## config.mk

```make
export PLATFORM = sky130hd
export DESIGN_NAME = trig_window
export DESIGN_NICKNAME = d
export VERILOG_FILES = /design/src/rtl/trig_window_pkg.sv /design/src/rtl/trig_window_sat_counter.sv /design/src/rtl/trig_window.sv
export SDC_FILE = /design/constraint.sdc
export NUM_CORES = 1
export LEC_CHECK = 0
export CORE_MARGIN = 2
export CORE_UTILIZATION = 48
export DETAILED_ROUTE_END_ITERATION = 16
export GPL_TIMING_DRIVEN = 0
export MAX_ROUTING_LAYER = met4
export PLACE_DENSITY_LB_ADDON = 0.08
export RECOVER_POWER = 50
export SETUP_SLACK_MARGIN = 0.3
export SKIP_CTS_REPAIR_TIMING = 1
export SYNTH_ARGS = -nofsm -noshare
export SYNTH_HDL_FRONTEND = slang
export SYNTH_SLANG_ARGS = --single-unit
export TNS_END_PERCENT = 10
```

## constraint.sdc

```tcl
create_clock -name clk -period 2.3 [get_ports clk]
set_clock_uncertainty 0.2 [all_clocks]
set_input_delay 0.575 -clock clk [delete_from_list [all_inputs] [get_ports clk]]
set_output_delay 0.575 -clock clk [all_outputs]
set_load 0.01 [all_outputs]
```

## src/rtl/trig_window_pkg.sv

```systemverilog
// Shared definitions for the trigger window path.
// FSM encodings and counter widths, reused by the readout stage.
package trig_window_pkg;

    typedef enum logic [1:0] {
        ST_IDLE    = 2'd0,
        ST_CAPTURE = 2'd1,
        ST_HOLDOFF = 2'd2
    } state_t;

    localparam int TRIG_CNT_W = 32;
    localparam int MISS_CNT_W = 16;
    localparam int WCNT_W     = 16;
    localparam int HCNT_W     = 16;

endpackage

```

## src/rtl/trig_window_sat_counter.sv

```systemverilog
// Saturating up-counter with synchronous clear.
// Holds at all-ones instead of wrapping.
module sat_counter
    import trig_window_pkg::*;
#(
    parameter int WIDTH = 16
) (
    input  logic             clk,
    input  logic             clear,
    input  logic             inc,
    output logic [WIDTH-1:0] count
);

    always_ff @(posedge clk) begin
        if (clear) begin
            count <= '0;
        end else if (inc && !(&count)) begin
            count <= count + 1'b1;
        end
    end

endmodule

```

## src/rtl/trig_window.sv

```systemverilog
// Trigger-gated window extractor on the delayed sample stream.
// Emits WINDOW framed words per accepted trigger, then holds off.
module trig_window
    import trig_window_pkg::*;
#(
    parameter int BITS    = 56,
    parameter int WINDOW  = 64,
    parameter int HOLDOFF = 16
) (
    input  logic                  clk,
    input  logic                  reset,
    input  logic [BITS-1:0]       d_in,
    input  logic                  trig_in,
    input  logic                  arm,
    output logic [BITS-1:0]       d_out,
    output logic                  d_valid,
    output logic                  sof,
    output logic                  eof,
    output logic                  busy,
    output logic [TRIG_CNT_W-1:0] trig_count,
    output logic [MISS_CNT_W-1:0] missed_count
);

    localparam logic [WCNT_W-1:0] WIN_LAST =
        WCNT_W'(WINDOW - 1);
    localparam logic [HCNT_W-1:0] HOLD_LAST =
        HCNT_W'(HOLDOFF > 0 ? HOLDOFF - 1 : 0);
    localparam state_t END_ST =
        (HOLDOFF == 0) ? ST_IDLE : ST_HOLDOFF;

    state_t            state;
    logic [WCNT_W-1:0] wcnt;
    logic [HCNT_W-1:0] hcnt;
    logic              accept;
    logic              miss;

    assign accept = trig_in && arm && (state == ST_IDLE);
    assign miss   = trig_in && (state != ST_IDLE);

    always_ff @(posedge clk) begin
        if (reset) begin
            state   <= ST_IDLE;
            wcnt    <= '0;
            hcnt    <= '0;
            d_out   <= '0;
            d_valid <= 1'b0;
            sof     <= 1'b0;
            eof     <= 1'b0;
            busy    <= 1'b0;
        end else begin
            d_out   <= '0;
            d_valid <= 1'b0;
            sof     <= 1'b0;
            eof     <= 1'b0;
            // Stays high through the cycle after the last holdoff edge
            busy    <= (state != ST_IDLE) || accept;
            unique case (state)
                ST_IDLE: begin
                    if (accept) begin
                        d_out   <= d_in;
                        d_valid <= 1'b1;
                        sof     <= 1'b1;
                        eof     <= (WINDOW == 1);
                        wcnt    <= WCNT_W'(1);
                        hcnt    <= '0;
                        state   <= (WINDOW == 1) ? END_ST : ST_CAPTURE;
                    end
                end
                ST_CAPTURE: begin
                    d_out   <= d_in;
                    d_valid <= 1'b1;
                    wcnt    <= wcnt + 1'b1;
                    if (wcnt == WIN_LAST) begin
                        eof   <= 1'b1;
                        hcnt  <= '0;
                        state <= END_ST;
                    end
                end
                ST_HOLDOFF: begin
                    hcnt <= hcnt + 1'b1;
                    if (hcnt == HOLD_LAST) begin
                        state <= ST_IDLE;
                    end
                end
                default: begin
                    state <= ST_IDLE;
                end
            endcase
        end
    end

    sat_counter #(
        .WIDTH (TRIG_CNT_W)
    ) u_trig_cnt (
        .clk   (clk),
        .clear (reset),
        .inc   (accept),
        .count (trig_count)
    );

    sat_counter #(
        .WIDTH (MISS_CNT_W)
    ) u_miss_cnt (
        .clk   (clk),
        .clear (reset),
        .inc   (miss),
        .count (missed_count)
    );

endmodule
```

==> results.sh <==
export IMPL_clk_pin_slew_worst_paths_ns=0.05
export IMPL_synth_flop_cell="dfxtp_1"
export IMPL_area_growth_pct=49.3
export IMPL_intPower_mw=4.24
export IMPL_vias=5851
export IMPL_p_seq_share_pct=46.6
export IMPL_place_port_buffers=166
export IMPL_final_util_pct=73.4
export IMPL_min_period_over_period_pct=93.5
export IMPL_root_buffer="clkbuf_16"
export IMPL_diodes=0
export IMPL_path_cells="buf_6 -> nand4bb_4 -> nor2_4 -> nand3_4 -> a311oi_1 -> mux2_2"
export IMPL_core_area_um2=12100
export IMPL_place_congestion=0.870
export IMPL_placed_cell_area_um2=7830
export IMPL_clk_latency_ns=0.42
export IMPL_post_drt_wl_per_cell_um=16.5
export IMPL_cts_sinks=142
export IMPL_finalHoldViolations=0
export IMPL_synth_cells=661
export IMPL_crit_slowest_cell="mux2_2"
export IMPL_finalSetupViolations=0
export IMPL_dieArea_um2=13300
export IMPL_max_freq_mhz=465
export IMPL_antenna_found_initial=0
export IMPL_start_kind="flop"
export IMPL_p_comb_share_pct=7.5
export IMPL_cts_buffers=17
export IMPL_hold_path_class="reg -> reg"
export IMPL_setup_tns_final_ns=0
export IMPL_critical_path_max_stage_delay_ns=0.37
export IMPL_pwr_density_cell_nw_per_um2=614
export IMPL_clkPwrFrac_pct=46.0
export IMPL_gr_total_overflow=0
export IMPL_grt_pass1_vias=5366
export IMPL_via_per_inst=5.66
export IMPL_dpl_hpwl_um=11700
export IMPL_die_width_um=115
export IMPL_crit_arrival_ns=2.25
export IMPL_rsz0062_at_grt="true"
export IMPL_drive_gt1_share_pct=17.5
export IMPL_grt_max_degree=17
export IMPL_worstMarginPinSlew_ns=0.600
export IMPL_r2r_cells=6
export IMPL_worstHoldStart="wcnt[0]$_SDFFE_PP0P_"
export IMPL_num_fill_cells=925
export IMPL_fin_crit_ns=2.15
export IMPL_synthArstFlopShare_pct=0
export IMPL_ys_types=66
export IMPL_endpoint_kind="flop"
export IMPL_syn_cell_area_um2=5930
export IMPL_drcViolationCount=0
export IMPL_r2r_end="u_trig_cnt.count[14]$_SDFFE_PP0P_"
export IMPL_io_pins=168
export IMPL_grt_pass1_wl_um=26300
export IMPL_syn_avg_cell_area_um2=8.97
export IMPL_dieHeight_um=115
export IMPL_grtUsageTotal_pct=25.6
export IMPL_dp_cells=995
export IMPL_syn_num_nets=725
export IMPL_clock_path_buffers=2
export IMPL_report_final_slew_viol_count=0
export IMPL_synth_edf_count=0
export IMPL_final_cells=1033
export IMPL_rows=40
export IMPL_fin_nets=918
export IMPL_p_leak_nw=3.96
export IMPL_worst_r2r_setup_slack_ns=0.15
export IMPL_worstPathRequired_ns=2.40
export IMPL_critPathMaxFanout=10
export IMPL_p_switching_mw=1.20
export IMPL_ant_nets=0
export IMPL_yosysSeqAreaShare_pct=47.9
export IMPL_ys_warnings_count=0
export IMPL_outcome="complete, no violations"
export IMPL_routed_wl_um=17000
export IMPL_min_to="wcnt[0]$_SDFFE_PP0P_"
export IMPL_ir_worst_vdd_mv=0.549
export IMPL_crit_reg2reg_launch="state[0]$_SDFFE_PP0P_"
export IMPL_drt_pre_antenna_iters=5
export IMPL_fin_area_um2=8860
export IMPL_slew_headroom_pct=59.7
export IMPL_drtIter0Drc=386
export IMPL_start_util_pct=49.2
export IMPL_switching_share_pct=22.1
export IMPL_layout_setup_ws_ns=0.150
export IMPL_h_tree_depth=4
export IMPL_max_cap_violations=0
export IMPL_dp_slack_ns=-0.623
export IMPL_cts_tree="yes"
export IMPL_path_class="reg -> reg"
export IMPL_hold_depth=1
export IMPL_ys_ff_latch=142
registers in the layout (all words and copies together), names as in the netlist:
signal            flops
wcnt                 16
u_miss_cnt.count     16
sof                   1
hcnt                 16
d_valid               1
d_out                56
u_trig_cnt.count     32
eof                   1
busy                  1
state                 2
cell type report:
| cell class | instances | area (um^2) | share of cell area [%] |
|---|---|---|---|
| multi-input combinational | 465 | 3160 | 35.7 |
| sequential | 142 | 2890 | 32.7 |
| timing repair buffer | 174 | 1770 | 20.0 |
| clock buffer | 23 | 468 | 5.28 |
| buffer | 40 | 231 | 2.61 |
| tap | 168 | 210 | 2.37 |
| clock inverter | 7 | 65.1 | 0.735 |
| inverter | 14 | 56.3 | 0.636 |
metal layers:
metal  global-route usage, %  wire (um)  vias to the layer above
met5                       -          0                        -
met4                    9.32        286                        0
met3                    5.11        947                       29
met2                    43.4       8670                      220
met1                    30.2       7120                     2787
li1                        -          -                     2815
layout by cell type (no fill, tap or decap), types with 5 or more instances in the layout:
cell type	netlist	final
a21oi_1	43	36
nor3_1	15	12
clkdlybuf4s25_1	0	63
o31ai_1	8	8
nand2_1	41	39
o21ai_0	27	25
nand4_1	19	19
nand3_1	32	28
nor2_2	0	5
dfxtp_1	142	115
nor2_1	53	47
clkbuf_2	2	10
nor2b_1	8	7
dlymetal6s2s_1	0	38
a21oi_2	1	7
dfxtp_4	0	7
inv_1	13	13
and3_1	65	65
buf_6	1	10
clkbuf_16	0	17
clkdlybuf4s50_1	0	56
mux2i_1	6	6
or3_1	16	15
dfxtp_2	0	20
or4_1	10	8
mux2_2	6	6
nor4_1	15	11
clkbuf_1	28	29
a311oi_1	5	5
xor2_1	6	6
a31oi_1	13	11
xnor2_1	5	5
buf_4	3	8
and2_1	6	5
through the flow:
stage	power (mW)	hold WS [ns]
floorplan	2.75	0.240
global placement	2.99	0.263
detailed placement	3.00	0.277
CTS	5.48	0.288
global route	5.62	0.310
finish	5.44	0.285
cells by family after synthesis:
kind of cell,after synthesis,synth area share [%]
adder cells (fa/ha/maj),4,0.844
flip-flops,142,47.9
multiplexers,14,2.53
AND/OR/NAND/NOR,312,30.3
XOR/XNOR,11,1.62
AO/OA/AOI/OAI,124,13.0
buffers and inverters,54,3.86
how the worst max path moves through the flow:
stage / from / endpoint / slack, ns
after global routing: state[0]$_SDFFE_PP0P_ / u_trig_cnt.count[14]$_SDFFE_PP0P_ / 0.06
after floorplan: u_miss_cnt.count[0]$_SDFFE_PP0P_ / u_miss_cnt.count[5]$_SDFFE_PP0P_ / 0.25
after detailed placement: trig_in / wcnt[0]$_SDFFE_PP0P_ / -0.62
after CTS: trig_in / u_trig_cnt.count[29]$_SDFFE_PP0P_ / -0.19
after global placement: trig_in / u_trig_cnt.count[15]$_SDFFE_PP0P_ / -0.58
final: state[0]$_SDFFE_PP0P_ / u_trig_cnt.count[14]$_SDFFE_PP0P_ / 0.15
critical path, delay by kind of cell, from the launching register on:
family | cells | cell delay (ns)
muxes | 1 | 0.37
DFF | 1 | 0.31
and+or+nand+nor | 3 | 0.74
buffers and inverters | 1 | 0.14
AOI/OAI and AO/OA | 1 | 0.28
synthesized netlist by cell type, types with 10 or more instances:
library cell,number,share of area [%]
a21oi_1,43,3.6
a31oi_1,13,1.4
and3_1,65,6.9
clkbuf_1,28,1.8
dfxtp_1,142,48
inv_1,13,0.82
nand2_1,41,2.6
nand3_1,32,2.7
nand4_1,19,2.0
nor2_1,53,3.4
nor3_1,15,1.3
nor4_1,15,1.6
o21ai_0,27,2.3
or3_1,16,1.7
or4_1,10,1.3
power groups by stage:
stage          Clock (mW)  Sequential, mW  Combinational, mW
4_1_cts              2.53            2.54              0.412
2_1_floorplan           0            2.61              0.131
3_5_place_dp            0            2.59              0.409
6_report             2.50            2.53              0.406
5_1_grt              2.65            2.54              0.437
3_3_place_gp            0            2.59              0.399
No activity file was read; power rests on OpenSTA's default activity.
